**src/rtl/ysyx_22040365_idu_if.sv**
```systemverilog
// -----------------------------------------------------------------------------
// ysyx_22040365_idu_if
// Bundle of every handshake/bus signal around the NPC decode stage.
//
// Signals (direction as seen from the decode stage):
//    in_valid  / in_ready / in_inst / in_pc       IFU -> IDU request channel
//    flush                                         kill held and incoming inst
//    out_valid / out_ready                         IDU -> EXU handshake
//    out_pc, out_inst, out_rs1/rs2/rd,
//    out_ren_rs1/rs2, out_wen_rd, out_imm,
//    out_fmt, out_fun3, out_illegal                registered decoded bundle
//    stall_cnt                                     saturating backpressure count
//
// Modports:
//    slave  : the decode stage itself
//    master : the environment (IFU + EXU side) that drives the stage
// -----------------------------------------------------------------------------
interface ysyx_22040365_idu_if #(
   parameter int XLEN  = 64,
   parameter int CNT_W = 32
);
   logic              in_valid;
   logic              in_ready;
   logic [31:0]       in_inst;
   logic [XLEN-1:0]   in_pc;
   logic              flush;
   logic              out_valid;
   logic              out_ready;
   logic [XLEN-1:0]   out_pc;
   logic [31:0]       out_inst;
   logic [4:0]        out_rs1;
   logic [4:0]        out_rs2;
   logic [4:0]        out_rd;
   logic              out_ren_rs1;
   logic              out_ren_rs2;
   logic              out_wen_rd;
   logic [XLEN-1:0]   out_imm;
   logic [2:0]        out_fmt;
   logic [2:0]        out_fun3;
   logic              out_illegal;
   logic [CNT_W-1:0]  stall_cnt;

   modport slave (
      input  in_valid, in_inst, in_pc, flush, out_ready,
      output in_ready, out_valid, out_pc, out_inst, out_rs1, out_rs2, out_rd,
             out_ren_rs1, out_ren_rs2, out_wen_rd, out_imm, out_fmt,
             out_fun3, out_illegal, stall_cnt
   );

   modport master (
      output in_valid, in_inst, in_pc, flush, out_ready,
      input  in_ready, out_valid, out_pc, out_inst, out_rs1, out_rs2, out_rd,
             out_ren_rs1, out_ren_rs2, out_wen_rd, out_imm, out_fmt,
             out_fun3, out_illegal, stall_cnt
   );
endinterface

```
**src/rtl/ysyx_22040365_idu.sv**
```systemverilog
// -----------------------------------------------------------------------------
// ysyx_22040365_idu
// Registered RV32I/RV64I base-integer decode stage sitting between the IFU
// and the EXU. Decodes all base formats (R/I/S/B/U/J), produces register-file
// enables, a sign-extended immediate and an illegal-encoding flag, and holds
// the result in a single pipeline register with valid/ready on both sides.
//
// Parameters:
//    XLEN   datapath width (32 or 64); 64 also enables OP-IMM-32 / OP-32
//    CNT_W  width of the saturating stall counter
//    Both must match the parameters of the connected interface instance.
//
// Ports:
//    clk    clock
//    rst    synchronous active-high reset
//    bus    ysyx_22040365_idu_if.slave (request, flush, decoded bundle,
//           stall counter)
// -----------------------------------------------------------------------------
module ysyx_22040365_idu #(
   parameter int XLEN  = 64,
   parameter int CNT_W = 32
) (
   input  logic                   clk,
   input  logic                   rst,
   ysyx_22040365_idu_if.slave     bus
);

   // ---------------------------------------------------------------------
   // Base-ISA major opcodes
   // ---------------------------------------------------------------------
   localparam logic [6:0] OPC_LOAD      = 7'b0000011;
   localparam logic [6:0] OPC_OP_IMM    = 7'b0010011;
   localparam logic [6:0] OPC_AUIPC     = 7'b0010111;
   localparam logic [6:0] OPC_OP_IMM_32 = 7'b0011011;
   localparam logic [6:0] OPC_STORE     = 7'b0100011;
   localparam logic [6:0] OPC_OP        = 7'b0110011;
   localparam logic [6:0] OPC_LUI       = 7'b0110111;
   localparam logic [6:0] OPC_OP_32     = 7'b0111011;
   localparam logic [6:0] OPC_BRANCH    = 7'b1100011;
   localparam logic [6:0] OPC_JALR      = 7'b1100111;
   localparam logic [6:0] OPC_JAL       = 7'b1101111;
   localparam logic [6:0] OPC_SYSTEM    = 7'b1110011;

   // Word-variant opcodes only exist on a 64-bit datapath.
   localparam bit HAS_WORD_OPS = (XLEN == 64);

   typedef enum logic [2:0] {
      FMT_R    = 3'd0,
      FMT_I    = 3'd1,
      FMT_S    = 3'd2,
      FMT_B    = 3'd3,
      FMT_U    = 3'd4,
      FMT_J    = 3'd5,
      FMT_NONE = 3'd7
   } fmt_e;

   typedef struct packed {
      logic [XLEN-1:0] pc;
      logic [31:0]     inst;
      logic [4:0]      rs1;
      logic [4:0]      rs2;
      logic [4:0]      rd;
      logic            ren_rs1;
      logic            ren_rs2;
      logic            wen_rd;
      logic [XLEN-1:0] imm;
      logic [2:0]      fmt;
      logic [2:0]      fun3;
      logic            illegal;
   } bundle_t;

   // Every immediate fits in 32 bits with inst[31] as its sign bit, so build
   // it at 32 bits and widen in one place. This also covers U-type on RV64.
   function automatic logic [XLEN-1:0] sext32(input logic [31:0] v);
      logic [XLEN-1:0] r;
      r       = {XLEN{v[31]}};
      r[31:0] = v;
      return r;
   endfunction

   // ---------------------------------------------------------------------
   // Combinational decode of the incoming instruction
   // ---------------------------------------------------------------------
   logic [31:0] inst;
   logic [6:0]  opcode;
   logic [31:0] imm_i;
   logic [31:0] imm_s;
   logic [31:0] imm_b;
   logic [31:0] imm_u;
   logic [31:0] imm_j;

   assign inst   = bus.in_inst;
   assign opcode = inst[6:0];

   assign imm_i = {{20{inst[31]}}, inst[31:20]};
   assign imm_s = {{20{inst[31]}}, inst[31:25], inst[11:7]};
   assign imm_b = {{19{inst[31]}}, inst[31], inst[7], inst[30:25], inst[11:8], 1'b0};
   assign imm_u = {inst[31:12], 12'b0};
   assign imm_j = {{11{inst[31]}}, inst[31], inst[19:12], inst[20], inst[30:21], 1'b0};

   fmt_e        dec_fmt;
   logic [31:0] dec_imm32;
   logic        dec_ren_rs1;
   logic        dec_ren_rs2;
   logic        dec_wen_rd;
   logic        dec_legal;

   // Only a legal encoding ever sets an enable, a format or an immediate, so
   // illegal instructions fall out of the defaults: enables 0, fmt 7, imm 0.
   always_comb begin
      dec_fmt     = FMT_NONE;
      dec_imm32   = '0;
      dec_ren_rs1 = 1'b0;
      dec_ren_rs2 = 1'b0;
      dec_wen_rd  = 1'b0;
      dec_legal   = 1'b0;

      if (inst[1:0] == 2'b11) begin
         case (opcode)
            OPC_OP: begin
               dec_fmt     = FMT_R;
               dec_ren_rs1 = 1'b1;
               dec_ren_rs2 = 1'b1;
               dec_wen_rd  = 1'b1;
               dec_legal   = 1'b1;
            end
            OPC_OP_32: begin
               if (HAS_WORD_OPS) begin
                  dec_fmt     = FMT_R;
                  dec_ren_rs1 = 1'b1;
                  dec_ren_rs2 = 1'b1;
                  dec_wen_rd  = 1'b1;
                  dec_legal   = 1'b1;
               end
            end
            OPC_OP_IMM, OPC_LOAD, OPC_JALR, OPC_SYSTEM: begin
               dec_fmt     = FMT_I;
               dec_imm32   = imm_i;
               dec_ren_rs1 = 1'b1;
               dec_wen_rd  = 1'b1;
               dec_legal   = 1'b1;
            end
            OPC_OP_IMM_32: begin
               if (HAS_WORD_OPS) begin
                  dec_fmt     = FMT_I;
                  dec_imm32   = imm_i;
                  dec_ren_rs1 = 1'b1;
                  dec_wen_rd  = 1'b1;
                  dec_legal   = 1'b1;
               end
            end
            OPC_STORE: begin
               dec_fmt     = FMT_S;
               dec_imm32   = imm_s;
               dec_ren_rs1 = 1'b1;
               dec_ren_rs2 = 1'b1;
               dec_legal   = 1'b1;
            end
            OPC_BRANCH: begin
               dec_fmt     = FMT_B;
               dec_imm32   = imm_b;
               dec_ren_rs1 = 1'b1;
               dec_ren_rs2 = 1'b1;
               dec_legal   = 1'b1;
            end
            OPC_LUI, OPC_AUIPC: begin
               dec_fmt    = FMT_U;
               dec_imm32  = imm_u;
               dec_wen_rd = 1'b1;
               dec_legal  = 1'b1;
            end
            OPC_JAL: begin
               dec_fmt    = FMT_J;
               dec_imm32  = imm_j;
               dec_wen_rd = 1'b1;
               dec_legal  = 1'b1;
            end
            default: begin
               dec_legal = 1'b0;
            end
         endcase
      end
   end

   // Assemble the bundle that gets captured on an accept. Register fields
   // pass through untouched even when the format does not use them.
   bundle_t dec_bundle;

   always_comb begin
      dec_bundle         = '0;
      dec_bundle.pc      = bus.in_pc;
      dec_bundle.inst    = inst;
      dec_bundle.rs1     = inst[19:15];
      dec_bundle.rs2     = inst[24:20];
      dec_bundle.rd      = inst[11:7];
      dec_bundle.fun3    = inst[14:12];
      dec_bundle.fmt     = dec_fmt;
      dec_bundle.imm     = sext32(dec_imm32);
      dec_bundle.ren_rs1 = dec_ren_rs1;
      dec_bundle.ren_rs2 = dec_ren_rs2;
      // Writes to x0 are architecturally discarded; drop the enable here so
      // the EXU/WBU never has to special-case it.
      dec_bundle.wen_rd  = dec_wen_rd && (inst[11:7] != 5'd0);
      dec_bundle.illegal = !dec_legal;
   end

   // ---------------------------------------------------------------------
   // Pipeline register and handshake
   // ---------------------------------------------------------------------
   bundle_t          bundle_q;
   bundle_t          bundle_d;
   logic             valid_q;
   logic             valid_d;
   logic [CNT_W-1:0] stall_q;
   logic [CNT_W-1:0] stall_d;
   logic             in_ready;
   logic             accept;
   logic             stalled;

   // The slot is free when empty or when the EXU drains it this same cycle,
   // which gives back-to-back transfers with no bubble.
   assign in_ready = !valid_q || bus.out_ready;
   // Flush wins over accept: a concurrent request is dropped, not captured.
   assign accept   = bus.in_valid && in_ready && !bus.flush;
   assign stalled  = valid_q && !bus.out_ready;

   always_comb begin
      valid_d  = valid_q;
      bundle_d = bundle_q;
      stall_d  = stall_q;

      if (bus.flush) begin
         valid_d = 1'b0;
      end else if (accept) begin
         valid_d  = 1'b1;
         bundle_d = dec_bundle;
      end else if (bus.out_ready) begin
         valid_d = 1'b0;
      end

      // Counts independently of flush; saturates instead of wrapping.
      if (stalled && (stall_q != {CNT_W{1'b1}})) begin
         stall_d = stall_q + CNT_W'(1);
      end
   end

   always_ff @(posedge clk) begin
      if (rst) begin
         valid_q  <= 1'b0;
         bundle_q <= '0;
         stall_q  <= '0;
      end else begin
         valid_q  <= valid_d;
         bundle_q <= bundle_d;
         stall_q  <= stall_d;
      end
   end

   // ---------------------------------------------------------------------
   // Outputs
   // ---------------------------------------------------------------------
   assign bus.in_ready    = in_ready;
   assign bus.out_valid   = valid_q;
   assign bus.out_pc      = bundle_q.pc;
   assign bus.out_inst    = bundle_q.inst;
   assign bus.out_rs1     = bundle_q.rs1;
   assign bus.out_rs2     = bundle_q.rs2;
   assign bus.out_rd      = bundle_q.rd;
   assign bus.out_ren_rs1 = bundle_q.ren_rs1;
   assign bus.out_ren_rs2 = bundle_q.ren_rs2;
   assign bus.out_wen_rd  = bundle_q.wen_rd;
   assign bus.out_imm     = bundle_q.imm;
   assign bus.out_fmt     = bundle_q.fmt;
   assign bus.out_fun3    = bundle_q.fun3;
   assign bus.out_illegal = bundle_q.illegal;
   assign bus.stall_cnt   = stall_q;

   // While the EXU backpressures, the held bundle must not move.
   a_hold_stable: assert property (
      @(posedge clk) disable iff (rst)
      (valid_q && !bus.out_ready && !bus.flush) |=> (valid_q && $stable(bundle_q))
   );

endmodule

```
**src/flat_wrapper.sv**
```systemverilog
// flat-port wrapper written by rule: the top's interface ports become plain ports
module ysyx_22040365_idu_flat 
#(
   parameter int XLEN  = 64,
   parameter int CNT_W = 32
)
  (clk, rst, bus_in_valid, bus_in_inst, bus_in_pc, bus_flush, bus_out_ready, bus_in_ready, bus_out_valid, bus_out_pc, bus_out_inst, bus_out_rs1, bus_out_rs2, bus_out_rd, bus_out_ren_rs1, bus_out_ren_rs2, bus_out_wen_rd, bus_out_imm, bus_out_fmt, bus_out_fun3, bus_out_illegal, bus_stall_cnt);
  ysyx_22040365_idu_if #(.XLEN(XLEN), .CNT_W(CNT_W)) bus_i ();
  input  logic clk;
  input  logic rst;
  input wire logic [$bits(bus_i.in_valid)-1:0] bus_in_valid;
  input wire logic [$bits(bus_i.in_inst)-1:0] bus_in_inst;
  input wire logic [$bits(bus_i.in_pc)-1:0] bus_in_pc;
  input wire logic [$bits(bus_i.flush)-1:0] bus_flush;
  input wire logic [$bits(bus_i.out_ready)-1:0] bus_out_ready;
  output wire logic [$bits(bus_i.in_ready)-1:0] bus_in_ready;
  output wire logic [$bits(bus_i.out_valid)-1:0] bus_out_valid;
  output wire logic [$bits(bus_i.out_pc)-1:0] bus_out_pc;
  output wire logic [$bits(bus_i.out_inst)-1:0] bus_out_inst;
  output wire logic [$bits(bus_i.out_rs1)-1:0] bus_out_rs1;
  output wire logic [$bits(bus_i.out_rs2)-1:0] bus_out_rs2;
  output wire logic [$bits(bus_i.out_rd)-1:0] bus_out_rd;
  output wire logic [$bits(bus_i.out_ren_rs1)-1:0] bus_out_ren_rs1;
  output wire logic [$bits(bus_i.out_ren_rs2)-1:0] bus_out_ren_rs2;
  output wire logic [$bits(bus_i.out_wen_rd)-1:0] bus_out_wen_rd;
  output wire logic [$bits(bus_i.out_imm)-1:0] bus_out_imm;
  output wire logic [$bits(bus_i.out_fmt)-1:0] bus_out_fmt;
  output wire logic [$bits(bus_i.out_fun3)-1:0] bus_out_fun3;
  output wire logic [$bits(bus_i.out_illegal)-1:0] bus_out_illegal;
  output wire logic [$bits(bus_i.stall_cnt)-1:0] bus_stall_cnt;
  assign bus_i.in_valid = bus_in_valid;
  assign bus_i.in_inst = bus_in_inst;
  assign bus_i.in_pc = bus_in_pc;
  assign bus_i.flush = bus_flush;
  assign bus_i.out_ready = bus_out_ready;
  assign bus_in_ready = bus_i.in_ready;
  assign bus_out_valid = bus_i.out_valid;
  assign bus_out_pc = bus_i.out_pc;
  assign bus_out_inst = bus_i.out_inst;
  assign bus_out_rs1 = bus_i.out_rs1;
  assign bus_out_rs2 = bus_i.out_rs2;
  assign bus_out_rd = bus_i.out_rd;
  assign bus_out_ren_rs1 = bus_i.out_ren_rs1;
  assign bus_out_ren_rs2 = bus_i.out_ren_rs2;
  assign bus_out_wen_rd = bus_i.out_wen_rd;
  assign bus_out_imm = bus_i.out_imm;
  assign bus_out_fmt = bus_i.out_fmt;
  assign bus_out_fun3 = bus_i.out_fun3;
  assign bus_out_illegal = bus_i.out_illegal;
  assign bus_stall_cnt = bus_i.stall_cnt;
  ysyx_22040365_idu #(.XLEN(XLEN), .CNT_W(CNT_W)) u_core (.clk(clk), .rst(rst), .bus(bus_i));
endmodule
```
**config.mk**
```make
export PLATFORM = sky130hd
export DESIGN_NAME = ysyx_22040365_idu_flat
export DESIGN_NICKNAME = d
export VERILOG_FILES = /design/src/rtl/ysyx_22040365_idu_if.sv /design/src/rtl/ysyx_22040365_idu.sv /design/src/flat_wrapper.sv
export SDC_FILE = /design/constraint.sdc
export NUM_CORES = 1
export LEC_CHECK = 0
export CAP_MARGIN = 20
export CELL_PAD_IN_SITES_DETAIL_PLACEMENT = 1
export CELL_PAD_IN_SITES_GLOBAL_PLACEMENT = 1
export CORE_MARGIN = 8
export CORE_UTILIZATION = 32
export CTS_BUF_LIST = sky130_fd_sc_hd__clkbuf_4 sky130_fd_sc_hd__clkbuf_8 sky130_fd_sc_hd__clkbuf_16
export CTS_CLUSTER_SIZE = 14
export DETAILED_ROUTE_END_ITERATION = 12
export GPL_ROUTABILITY_DRIVEN = 0
export MAX_ROUTING_LAYER = met4
export PLACE_DENSITY = 0.95
export SYNTH_ARGS = -nofsm -noshare
export SYNTH_HDL_FRONTEND = slang
export SYNTH_SLANG_ARGS = --single-unit
```
**constraint.sdc**
```tcl
create_clock -name clk -period 2.9 [get_ports clk]
set_clock_uncertainty 0.1 [all_clocks]
set_input_delay 0.29 -clock clk [delete_from_list [all_inputs] [get_ports clk]]
set_output_delay 0.29 -clock clk [all_outputs]
set_load 0.005 [all_outputs]
```
==> run summary <==
The run finished with clean final reports. Synthesis produced 884 cells. The run gives 7435 as the total number of vias.

The initial DRC count was 466; the CTS sink count was 168. For the combined area of the multi-input logic cells, the log shows 3161 sq um. The sort of element at the end of the critical path was an output port. Static timing analysis puts the maximum clock frequency at 398.5 MHz. The via density per instance works out to 5.218. The number of antenna repair diodes came out at 0. The pre-CTS setup slack came out at 0.2199 ns. For the clock latency reported for the late side of the worst-skew pair, the log shows 0.41 ns. Summed over all nets, the half-perimeter wirelength after detailed placement is 21830 um. The fraction of post-synthesis cell area in the top cell type by area was 47.15%. Compared with the post-synthesis result, the final layout area differs by 51.66%. The count of flip-flops with a built-in enable after synthesis was 0. Counting the fill cells in the layout gives 2553.

The run gives 3.723 nW as the cell leakage power. The floorplan die width is 165.3 um, and the number of placement rows is 54. IR analysis of the VDD net gives a maximum drop of 353.2 uV. For this design the ratio of total power to cell area is 495.8 nW/um^2.

The net count after synthesis came out at 986. Hold timing on the final database bottoms out at a slack of 0.1938 ns. The synthesized flop and latch total was 168. The layout cell share with drive strength beyond 1 works out to 5.852%. Prevailing post-synth register cell: sky130_fd_sc_hd__dfxtp_1. The post-route setup TNS was 0 ns. Averaged over all synthesized cells, the footprint is 8.069 sq um. After detailed routing, no signal wire sits above met4. The signal on the critical path passes through clkdlybuf4s50_1. The number of cells on the critical path came out at 1.

The total area inside the core boundary comes to 21820 sq um. Dividing the detail-routed wire length by the instance count gives 20.39 um. The cell family with the largest share of critical-path delay was flip-flops. Buffers inserted to repair hold after CTS numbered 0. The largest family of logic cells by synthesized area is simple AND/OR/NAND/NOR gates. Summed over all instances, the cell type with the most area after synthesis is sky130_fd_sc_hd__dfxtp_1. The total I/O pin count is 320. The tools report the final-report hold violation count as 0.

The sum of buffers and inverters on the critical path works out to 1. The number of max-slew violations in the final report came out at 0. Detailed routing placed a total of 14190 um of wire on met2. The run gives 17 as the number of buffers created by CTS. The number of cells traversed by the worst register-to-register path is 6, and the y dimension of the die is 165.3 um.

After clock tree synthesis, the setup repair step added 0 buffers. By area the synthesized netlist is led by sky130_fd_sc_hd__dfxtp_1 47%, sky130_fd_sc_hd__nand2_1 12%, sky130_fd_sc_hd__a21oi_1 10%. The final critical path takes up 86.53% of the cycle. After Yosys synthesis, full adders, half adders and majority gates account for 0.3157% of the synthesized area.

The min-delay analysis places its worst path in the category in -> reg. By count the netlist is led by 234 x sky130_fd_sc_hd__nand2_1, 168 x sky130_fd_sc_hd__dfxtp_1, 144 x sky130_fd_sc_hd__a21oi_1. For the required arrival time at the worst endpoint, the log shows 2.51 ns.

The longest individual stage delay on the worst path works out to 1.00 ns. Summing the areas of all xor and xnor instances in the mapped netlist gives 0.7367% of the synthesized area. The logs give 7133 sq um for the area of the mapped netlist and 2 for the worst-case clock buffer depth.

The logs give 47.15% for the share of synthesized area occupied by flip-flops and latches and 0 for the setup violation total in the final timing report. The remaining antenna violation count was 0. For the overall global routing resource usage, the log shows 20.77%.

The startpoint of the most critical register-to-register path was u_core.bus.stall_cnt[0]$_SDFFE_PP0P_. The number of cells upsized or downsized after cts was 0; the worst max-slew margin expressed relative to the limit was 31.25%. Setup repair after global routing left no endpoint under its margin. Clock-pin slew was measured on the worst setup and hold paths at 0.07 ns.

The maximum number of pins on one net before global-route repair came out at 101. The synthesized netlist devotes 18.66% of its cell area to compound gates. Summed over all layers, the routed wires come to 29050 um.

The logs give 0 for the max capacitance violation total and 0.50 ns for the worst-case register-to-register setup slack. At the pin with the least slew margin, the transition time is 1.030 ns. Kind of launch point of the worst setup path: a register. Once the floorplan was initialized, standard cells occupied 32.69% of the core. Post-route met1 wirelength: 11260 um. For the count of nets after finishing, the log shows 1235.

The setup path with the least slack is of type reg -> out. The master of the slowest instance on the critical path is sky130_fd_sc_hd__dfxtp_1. The count of different cell masters after synthesis was 65; the final global-route overflow total was 0. The arrival time at the worst endpoint was 2.12 ns; the initial antenna violation count was 0. The tools report the footprint of the flip-flops and latches as 3363 sq um. Detailed routing placed a total of 2618 um of wire on met3. The H-tree generated during clock tree synthesis spans 4 levels. After synthesis, the share of flip-flops with an asynchronous set or reset is 0%. The startpoint of the most critical setup path was u_core.bus.out_imm[31]$_SDFFE_PP0P_. Counting I/O delays and the setup requirement, the final critical path takes 2.509 ns. By instance count, the leading cell after synthesis is sky130_fd_sc_hd__nand2_1. Setup slack closes at 0.3907 ns. Of all nets on the critical path, the largest fanout is 34. TritonCTS built the clock tree. The share of cell area taken by muxes after synthesis works out to 0.2982%. The most critical setup path has its endpoint at bus_out_imm[37]. In this run the critical register-to-register path is captured at u_core.bus.stall_cnt[15]$_SDFFE_PP0P_. The die covers 27320 sq um. The fraction of the mapped netlist area in simple logic gates was 24.07%; the post-route DRC violation count was 0.

The tools report the number of iterations in the first detailed-routing pass as 5. The global-route wire length before repair is 43040 um, and the number of synthesis warnings is 0. The tree is rooted in a sky130_fd_sc_hd__clkbuf_16. Port buffering added 319 buffers. The tools report the number of global-route vias before repair as 7877.
-- metal layers --
| metal | up-vias | global-route usage (%) |
|---|---|---|
| met1 | 3596 | 21.96 |
| met5 | - | - |
| met2 | 298 | 34.97 |
| met4 | 0 | 9.294 |
| li1 | 3491 | - |
| met3 | 50 | 6.817 |
-- cell type report --
class	instances	share of cell area, %
flip-flops and latches	168	31.09
repair buffers	334	30.77
multi-input cells	606	29.22
clock buffers	18	4.002
well taps	280	3.238
clock inverters	13	1.480
inverters	6	0.2082
-- layout by cell type (no fill, tap or decap), types with 6 or more instances in the layout --
cell type	Yosys	layout
sky130_fd_sc_hd__nor2b_1	6	6
sky130_fd_sc_hd__nand4_1	12	12
sky130_fd_sc_hd__dfxtp_1	168	168
sky130_fd_sc_hd__nor2_1	31	31
sky130_fd_sc_hd__or3_1	17	17
sky130_fd_sc_hd__clkbuf_16	0	17
sky130_fd_sc_hd__nand3_1	11	11
sky130_fd_sc_hd__o21ai_0	35	35
sky130_fd_sc_hd__a22o_1	6	6
sky130_fd_sc_hd__clkdlybuf4s50_1	0	318
sky130_fd_sc_hd__nand2_1	234	233
sky130_fd_sc_hd__nor3_1	7	7
sky130_fd_sc_hd__a22oi_1	16	16
sky130_fd_sc_hd__buf_4	51	14
sky130_fd_sc_hd__a21oi_1	144	144
-- state kept, by name (all words and copies together) (netlist names) --
register,flops
u_core.bus.out_pc,64
u_core.bus.out_imm,32
u_core.bus.stall_cnt,32
u_core.bus.out_inst,18
u_core.bus.out_rd,4
u_core.bus.out_rs1,4
u_core.bus.out_rs2,4
u_core.bus.out_fmt,3
u_core.bus.out_fun3,2
u_core.bus.out_illegal,1
u_core.bus.out_ren_rs1,1
u_core.bus.out_ren_rs2,1
u_core.bus.out_valid,1
u_core.bus.out_wen_rd,1
-- where the power goes --
group	leakage [nW]	internal, mW	switching (mW)
clock	0.290	1.31	1.03
sequential	1.37	2.38	0.0428
combinational	2.07	0.328	0.285
total	3.72	4.01	1.35
-- kinds of logic (layout without fill, tap and decap cells) --
| kind of cell | Yosys count | after routing |
|---|---|---|
| compound gates | 233 | 233 |
| xor+xnor | 6 | 6 |
| mux | 2 | 2 |
| fa+ha+maj | 2 | 2 |
| simple gates | 363 | 363 |
| flops | 168 | 168 |
| buf+inv | 110 | 371 |
-- metrics by stage --
| stage | util (%) | power (mW) | std cells | instance area (sq um) |
|---|---|---|---|---|
| floorplan | - | 2.685 | 884 | 7133 |
| global placement | 46.82 | 3.061 | 1393 | 10220 |
| detailed placement | 46.82 | 3.087 | 1393 | 10220 |
| CTS | 49.54 | 5.449 | 1424 | 10810 |
| global route | 49.57 | 5.578 | 1425 | 10820 |
| finish | 49.57 | 5.363 | 1425 | 10820 |
-- worst min path at each step --
stage | startpoint | end | slack, ns | cells past startpoint
2_1_floorplan | bus_flush | u_core.bus.out_valid$_SDFFE_PP0P_ | 0.27 | 1
3_3_place_gp | u_core.bus.out_imm[19]$_SDFFE_PP0P_ | u_core.bus.out_imm[19]$_SDFFE_PP0P_ | 0.34 | 2
3_5_place_dp | u_core.bus.out_pc[8]$_SDFFE_PP0P_ | u_core.bus.out_pc[8]$_SDFFE_PP0P_ | 0.35 | 2
4_1_cts | rst | u_core.bus.out_rs1[2]$_SDFFE_PP0P_ | 0.17 | 2
5_1_grt | rst | u_core.bus.out_inst[14]$_SDFFE_PP0P_ | 0.20 | 2
6_report | rst | u_core.bus.out_rs1[2]$_SDFFE_PP0P_ | 0.19 | 2
No activity file was read; power rests on OpenSTA's default activity.
